--- config.mk ---
export PLATFORM = sky130hd
export DESIGN_NAME = uart_byte_tx_flat
export DESIGN_NICKNAME = d
export VERILOG_FILES = /design/src/rtl/uart_byte_tx_if.sv /design/src/rtl/uart_byte_tx.sv /design/src/flat_wrapper.sv
export SDC_FILE = /design/constraint.sdc
export NUM_CORES = 1
export LEC_CHECK = 0
export CORE_MARGIN = 2
export CORE_UTILIZATION = 51
export DETAILED_ROUTE_END_ITERATION = 10
export PLACE_DENSITY = 0.82
export SYNTH_ARGS = -nofsm -noshare
export SYNTH_HDL_FRONTEND = slang
export SYNTH_SLANG_ARGS = --single-unit
--- constraint.sdc ---
create_clock -name Clk -period 1.8 [get_ports Clk]
set_input_delay 0.18 -clock Clk [delete_from_list [all_inputs] [get_ports Clk]]
set_output_delay 0.18 -clock Clk [all_outputs]
set_load 0.03 [all_outputs]
--- src/rtl/uart_byte_tx_if.sv ---
// Byte-send handshake and serial line between a UART byte transmitter and its user.
// The user side drives the byte, baud select and request; the transmitter drives line and status.
interface uart_byte_tx_if;
    logic [2:0] Baud_Set;
    logic [7:0] Data_Byte;
    logic       Send_En;
    logic       Rs232_Tx;
    logic       Tx_Done;
    logic       Uart_State;

    modport master (
        output Baud_Set, Data_Byte, Send_En,
        input  Rs232_Tx, Tx_Done, Uart_State
    );

    modport slave (
        input  Baud_Set, Data_Byte, Send_En,
        output Rs232_Tx, Tx_Done, Uart_State
    );
endinterface

--- src/rtl/uart_byte_tx.sv ---
// UART byte transmitter: one 8N1 frame (start, 8 data bits LSB first, stop) per accepted Send_En.
// Byte and bit period are captured at acceptance, so input changes mid-frame never disturb the line.
module uart_byte_tx #(
    parameter int CLK_FREQ = 50_000_000
) (
    input logic           Clk,
    input logic           Rst,
    uart_byte_tx_if.slave Bus
);
    localparam int P_9600   = CLK_FREQ / 9600;
    localparam int P_19200  = CLK_FREQ / 19200;
    localparam int P_38400  = CLK_FREQ / 38400;
    localparam int P_57600  = CLK_FREQ / 57600;
    localparam int P_115200 = CLK_FREQ / 115200;
    // The 9600-baud period is the longest, so it sizes the period counter.
    localparam int CNT_W    = $clog2(P_9600 + 1);

    typedef enum logic {IDLE, SEND} state_t;
    typedef logic [CNT_W-1:0] cnt_t;

    state_t     state, state_nxt;
    cnt_t       period_cnt, period_cnt_nxt;
    cnt_t       period_last, period_last_nxt;
    cnt_t       period_dec;
    logic [3:0] bit_idx, bit_idx_nxt;
    logic [7:0] data_q, data_nxt;
    logic [9:0] frame_word;
    logic       tx_q, tx_nxt;
    logic       done_q, done_nxt;

    always_comb begin
        case (Bus.Baud_Set)
            3'd1:    period_dec = cnt_t'(P_19200);
            3'd2:    period_dec = cnt_t'(P_38400);
            3'd3:    period_dec = cnt_t'(P_57600);
            3'd4:    period_dec = cnt_t'(P_115200);
            default: period_dec = cnt_t'(P_9600);
        endcase
    end

    // Line value for each bit index: stop, data MSB..LSB, start.
    assign frame_word = {1'b1, data_q, 1'b0};

    always_ff @(posedge Clk) begin
        // NOTE: state is updated with non-blocking assignments so every flop samples pre-edge values.
        if (Rst) begin
            state       <= IDLE;
            period_cnt  <= '0;
            period_last <= '0;
            bit_idx     <= '0;
            data_q      <= '0;
            tx_q        <= 1'b1;
            done_q      <= 1'b0;
        end else begin
            state       <= state_nxt;
            period_cnt  <= period_cnt_nxt;
            period_last <= period_last_nxt;
            bit_idx     <= bit_idx_nxt;
            data_q      <= data_nxt;
            tx_q        <= tx_nxt;
            done_q      <= done_nxt;
        end
    end

    always_comb begin
        // NOTE: every output of this block gets a default first, so no path can infer a latch.
        state_nxt       = state;
        period_cnt_nxt  = period_cnt;
        period_last_nxt = period_last;
        bit_idx_nxt     = bit_idx;
        data_nxt        = data_q;
        tx_nxt          = tx_q;
        done_nxt        = 1'b0;

        case (state)
            IDLE: begin
                if (Bus.Send_En) begin
                    state_nxt       = SEND;
                    data_nxt        = Bus.Data_Byte;
                    period_last_nxt = period_dec - 1'b1;
                    period_cnt_nxt  = '0;
                    bit_idx_nxt     = '0;
                    tx_nxt          = 1'b0;
                end
            end
            SEND: begin
                if (period_cnt == period_last) begin
                    period_cnt_nxt = '0;
                    if (bit_idx == 4'd9) begin
                        state_nxt   = IDLE;
                        bit_idx_nxt = '0;
                        tx_nxt      = 1'b1;
                        done_nxt    = 1'b1;
                    end else begin
                        bit_idx_nxt = bit_idx + 4'd1;
                        tx_nxt      = frame_word[bit_idx + 4'd1];
                    end
                end else begin
                    period_cnt_nxt = period_cnt + 1'b1;
                end
            end
            default: state_nxt = IDLE;
        endcase
    end

    assign Bus.Rs232_Tx   = tx_q;
    assign Bus.Tx_Done    = done_q;
    assign Bus.Uart_State = (state == SEND);
endmodule

--- src/flat_wrapper.sv ---
// flat-port wrapper written by rule: the top's interface ports become plain ports
module uart_byte_tx_flat 
#(
    parameter int CLK_FREQ = 50_000_000
)
  (Clk, Rst, Bus_Baud_Set, Bus_Data_Byte, Bus_Send_En, Bus_Rs232_Tx, Bus_Tx_Done, Bus_Uart_State);
  uart_byte_tx_if Bus_i ();
  input logic Clk;
  input logic Rst;
  input wire logic [$bits(Bus_i.Baud_Set)-1:0] Bus_Baud_Set;
  input wire logic [$bits(Bus_i.Data_Byte)-1:0] Bus_Data_Byte;
  input wire logic [$bits(Bus_i.Send_En)-1:0] Bus_Send_En;
  output wire logic [$bits(Bus_i.Rs232_Tx)-1:0] Bus_Rs232_Tx;
  output wire logic [$bits(Bus_i.Tx_Done)-1:0] Bus_Tx_Done;
  output wire logic [$bits(Bus_i.Uart_State)-1:0] Bus_Uart_State;
  assign Bus_i.Baud_Set = Bus_Baud_Set;
  assign Bus_i.Data_Byte = Bus_Data_Byte;
  assign Bus_i.Send_En = Bus_Send_En;
  assign Bus_Rs232_Tx = Bus_i.Rs232_Tx;
  assign Bus_Tx_Done = Bus_i.Tx_Done;
  assign Bus_Uart_State = Bus_i.Uart_State;
  uart_byte_tx #(.CLK_FREQ(CLK_FREQ)) u_core (.Clk(Clk), .Rst(Rst), .Bus(Bus_i));
endmodule
-- Word-level counts from Yosys, hierarchy flattened
Index checks and enable logic that the tools add are counted.
- add/sub/neg operators: 3
- order comparisons: 1
- eq/ne operators: 8
- mux-type cells: 19
- bitwise operators: 2
- reductions and logical operators: 3
- operators by type and width (operator ; number):
    $pmux W13 S4 ; 1
    $mux W13 ; 2
    $pmux W13 S2 ; 1
    $add A13 B1 Y13 const B ; 1
    $eq A13 B13 Y1 ; 1
    $sub A13 B1 Y13 const B ; 1
    $mux W4 ; 3
    $mux W1 ; 8
    $pmux W4 S2 ; 1
    $eq A3 B2 Y1 const B ; 2
    $lt A4 B5 Y1 const B ; 1
    $add A4 B1 Y4 const B ; 1
    $bmux W1 S4 ; 1
    $eq A4 B4 Y1 const B ; 1
    $ne A2 B2 Y1 const B ; 2
    $pmux W1 S2 ; 2
    $reduce_and A2 Y1 ; 2
    $eq A3 B1 Y1 const B ; 1
    $eq A3 B3 Y1 const B ; 1
    $reduce_or A3 Y1 ; 1
    $not A1 Y1 ; 2
- bits in registers: 41
- input port bits: 14
- output and inout port bits: 3

-- Logic depth before layout (Yosys ltp)
- word-level depth: 6
- gate-level depth with buffers: 7

-- Worst setup path before layout
OpenSTA, ideal clock, no wires.
- kind: flip-flop to flip-flop
- start: reg u_core.bit_idx[0]
- end: reg u_core.tx_q (netlist: u_core.Bus.Rs232_Tx)
- setup time: 0.134 ns
- arrival time: 1.593 ns
- data required time: 1.666 ns
- slack: 0.072 ns
- stages on the path, launching flop included: 7
- buffers on the path: 0
- clock period less this slack: 1.728 ns
- path through: dfxtp_1 > ha_1 > xnor2_2 > mux4_2 > nor2_1 > or3_1 > a41oi_2
- word-level cells in the longest chain between the ends: 6
- elaborated cells on any way between the ends: 7
- those cells by class: 1 x add/sub; 1 x eq/ne; 5 x mux
- RTL lines (element ; line ; text):
    start, declared ; uart_byte_tx.sv:25 ; logic [3:0] bit_idx, bit_idx_nxt;
    start signal, assigned ; uart_byte_tx.sv:58 ; bit_idx <= bit_idx_nxt;
    $add A4 B1 Y4 ; uart_byte_tx.sv:96 ; tx_nxt = frame_word[bit_idx + 4'd1];
    $bmux W1 S4 ; uart_byte_tx.sv:96 ;
    $mux W1 (implied by the code) ; uart_byte_tx.sv:96 ;
    $mux W1 * ; uart_byte_tx.sv:89 ; if (bit_idx == 4'd9) begin
    $mux W1 * ; uart_byte_tx.sv:87 ; if (period_cnt == period_last) begin
    $pmux W1 S2 * ; uart_byte_tx.sv:75 ; case (state)
    end signal, assigned ; uart_byte_tx.sv:60 ; tx_q <= tx_nxt;
    end, declared ; uart_byte_tx.sv:28 ; logic tx_q, tx_nxt;
Every way passes the cells marked *; elsewhere a longest branch is shown, timed or not. The select of a mux whose other input is x is not followed.
A chain may end at the register's enable or synchronous reset.

-- Final worst setup path
- start: reg u_core.period_cnt[10]
- end: reg u_core.period_cnt[7]
- word-level cells in the longest chain between the ends: 3
- RTL lines (element ; line ; text):
    start, declared ; uart_byte_tx.sv:22 ; cnt_t period_cnt, period_cnt_nxt;
    start signal, assigned ; uart_byte_tx.sv:56 ; period_cnt <= period_cnt_nxt;
    $eq A13 B13 Y1 ; uart_byte_tx.sv:87 ;
    $mux W13 ; uart_byte_tx.sv:87 ;
    $pmux W13 S2 ; uart_byte_tx.sv:75 ;
Every way passes these cells.

==> metrics.txt <==
status=finished clean; core area=0.00394 mm2; internal power=0.00136 W; Net Count, Synth=between 200 and 300; dominant cell type by area after synthesis=dfxtp_1; sw power=0.000506 W; Reg2Reg Depth=6; final period utilization=between 90 and 100%; largest net degree at the start of global routing=29; Die Ht=about 68 um; fillcell total=310; Hold Path Depth=3; Synth Area per Inst=8.30 um2; die width=67.7 um; Clock Root Buffer=clkbuf_8; final hold vios=0; Clk pwr share=31.2%; Top-Level Pins=17; wire per inst=14.4 um; die area=0.00458 mm2; CTS tree=built; Worst EP required=2000 ps; Max Slew Vio Count=0; Setup crit start=u_core.period_cnt[10]; WL final=4750 um; flop-to-flop setup slack=around 41 ps; gpl congestion=0.797; Worst R2R Start=u_core.period_cnt[10]; Avg Vias per Cell=5.57; most common cell in the synthesized netlist=dfxtp_1; yosys warns=0; worst path arrival time=1960 ps; GRT overflow=0; H-tree lvl count=2; Synth Cell Area=0.00207 mm2; hold crit path type=input port to flip-flop; fraction of layout cells with a size suffix above 1=between 20% and 30%; clk_lat worst skew=300 ps; Util after Layout=around two thirds; Initial Util=52.4%; DRC Markers=0; post-layout minimum cycle time=1760 ps; Layout area overhead=25.2%; dominant register cell in the synthesized netlist=dfxtp_1; Longest Clk Path Bufs=2; sequential power share=52.5%; top post-synthesis cells by count=41 x dfxtp_1, 32 x nand2_1, 23 x nor2_1; CP Launch Type=flip-flop; sw frac=27.1%; CP Capture Type=flip-flop; relative slew slack=71.7%; GRT Overall Usage=21.0%; net total in the final layout=~300; first-pass GRT wire length=7040 um; number of DRC markers in iteration 0=107; setup violators final=0; synth top area cells=dfxtp_1 40%, xnor2_1 8.1%, nand2_1 5.8%, nor2_1 4.2%, a21oi_1 4.1%; Max Cap Viol=0; power per cell area=722 mW/mm2; register area share after synthesis=between 30% and 40%; pre-CTS setup slack=between 50 and 60 ps; overall power=0.00187 W; area of the multi-input gates=about 0.0013 mm2; final worst slack=41.2 ps; Placed Cells incl. Taps=319; non-filler instance count after layout=329; Register Area=832 um2; Buffers on Ports=16; Ant. Diodes=0; Site Rows=23; EDFF count, synth=0; Reg clk slew, reported paths=80 ps; clock sinks=about 40; First-pass DRT Iterations=4; CP Capture Point=u_core.period_cnt[7]; RR Endpoint=u_core.period_cnt[7]; antenna violations before repair=0; critical path class=flip-flop to flip-flop; placed inst area=0.00238 mm2; top-area cell type share of the netlist area=about 40%; combinational share of power=16.2%; Yosys cell types=36; Mapped Cells=around 250; post-route cell area=0.00259 mm2; FFs w/ async S/R, synth=0%; vias in the first global route=1574; skew final=5.73 ps; Post-DP HPWL=3250 um; total CTS buffers=5; via count=1833; worst slew pin tran=between 400 and 500 ps; leak pwr=1.00 nW; critical path peak fanout=5; achievable frequency=569 MHz; Max IR drop VDD=0.633 mV; post-synthesis register bit count=41; Final ANT Viol Nets=0
critical path: stages, from the launching register on:
cell	delay, ps
dfxtp_2	360
xnor2_1	220
nand4_1	230
o41ai_4	360
buf_4	210
o21ai_0	80
a21o_1	180
what timing repair did:
item / CTS / global route
hold buffers: 0 / 0
resized for setup: 0 / 26
setup endpoints to repair: 0 / 9
setup buffers: 0 / 0
layout make-up:
class	instances	share of cell area [%]
multi-input cells	187	48.6
flip-flops and latches	41	32.2
repair buffers	36	12.6
clock buffers	6	2.80
well taps	50	2.42
inverters	7	1.02
clock inverters	2	0.387
per-layer routing:
metal	routed length, um	track usage, %
met5	0	0
met4	65	12.0
met3	137	4.00
met2	2410	33.7
met1	2130	26.2
cell usage in the layout, fill, tap and decap left out, types with 2 or more instances in the layout:
master / synthesis / final
nand4_1: 4 / 4
nand3_1: 7 / 6
mux2i_1: 2 / 2
nand2b_1: 3 / 3
mux2_2: 2 / 2
xnor2_2: 1 / 8
clkdlybuf4s50_1: 0 / 16
nor4_1: 4 / 4
nor3_1: 7 / 6
inv_1: 7 / 7
nor2_1: 23 / 23
a211oi_1: 7 / 7
or3_1: 3 / 3
clkinv_2: 0 / 2
a21o_1: 8 / 8
nor3b_1: 7 / 7
dfxtp_1: 41 / 32
buf_4: 1 / 18
dfxtp_2: 0 / 9
a21oi_1: 17 / 17
o21ai_0: 15 / 15
and3_1: 7 / 7
clkbuf_8: 0 / 5
and4_1: 3 / 3
ha_1: 4 / 3
xnor2_1: 19 / 11
nand2_1: 32 / 32
xor2_1: 2 / 2
nor2b_1: 2 / 2
flip-flops by register name, indices dropped and copies added (netlist names):
name	flops
u_core.period_cnt	13
u_core.data_q	8
u_core.period_last	13
u_core.Bus.Rs232_Tx	1
u_core.bit_idx	4
u_core.Bus.Tx_Done	1
u_core.Bus.Uart_State	1
metrics by stage:
step	hold slack [ps]	setup TNS (ps)
4_1_cts	414	0
5_1_grt	428	-20.3
3_3_place_gp	448	0
6_report	419	0
3_5_place_dp	456	0
2_1_floorplan	316	0
power groups by stage:
stage	Clock, W	Combinational, W	Sequential [W]
after global placement	0	0.000267	0.000996
after detailed placement	0	0.000275	0.000997
after floorplan	0	0.000176	0.000996
final	0.000583	0.000303	0.000981
after global routing	0.000624	0.000334	0.000985
after CTS	0.000592	0.000276	0.000975
cells by family after synthesis:
family	synth area share, %
and+or+nand+nor	24.9
xor gates and xnor gates	9.69
DFF	39.7
AOI/OAI and AO/OA	16.0
buffers and inverters	4.06
adders and majority gates	2.42
muxes	3.15
worst min-delay path by stage:
stage | start | to | slack [ps]
2_1_floorplan | Bus_Data_Byte[0] | u_core.data_q[0] | 320
3_3_place_gp | u_core.data_q[2] | u_core.data_q[2] | 450
3_5_place_dp | u_core.data_q[2] | u_core.data_q[2] | 460
4_1_cts | Bus_Data_Byte[3] | u_core.data_q[3] | 410
5_1_grt | Bus_Data_Byte[6] | u_core.data_q[6] | 430
6_report | Bus_Data_Byte[0] | u_core.data_q[0] | 420
No activity file was read; power rests on OpenSTA's default activity.
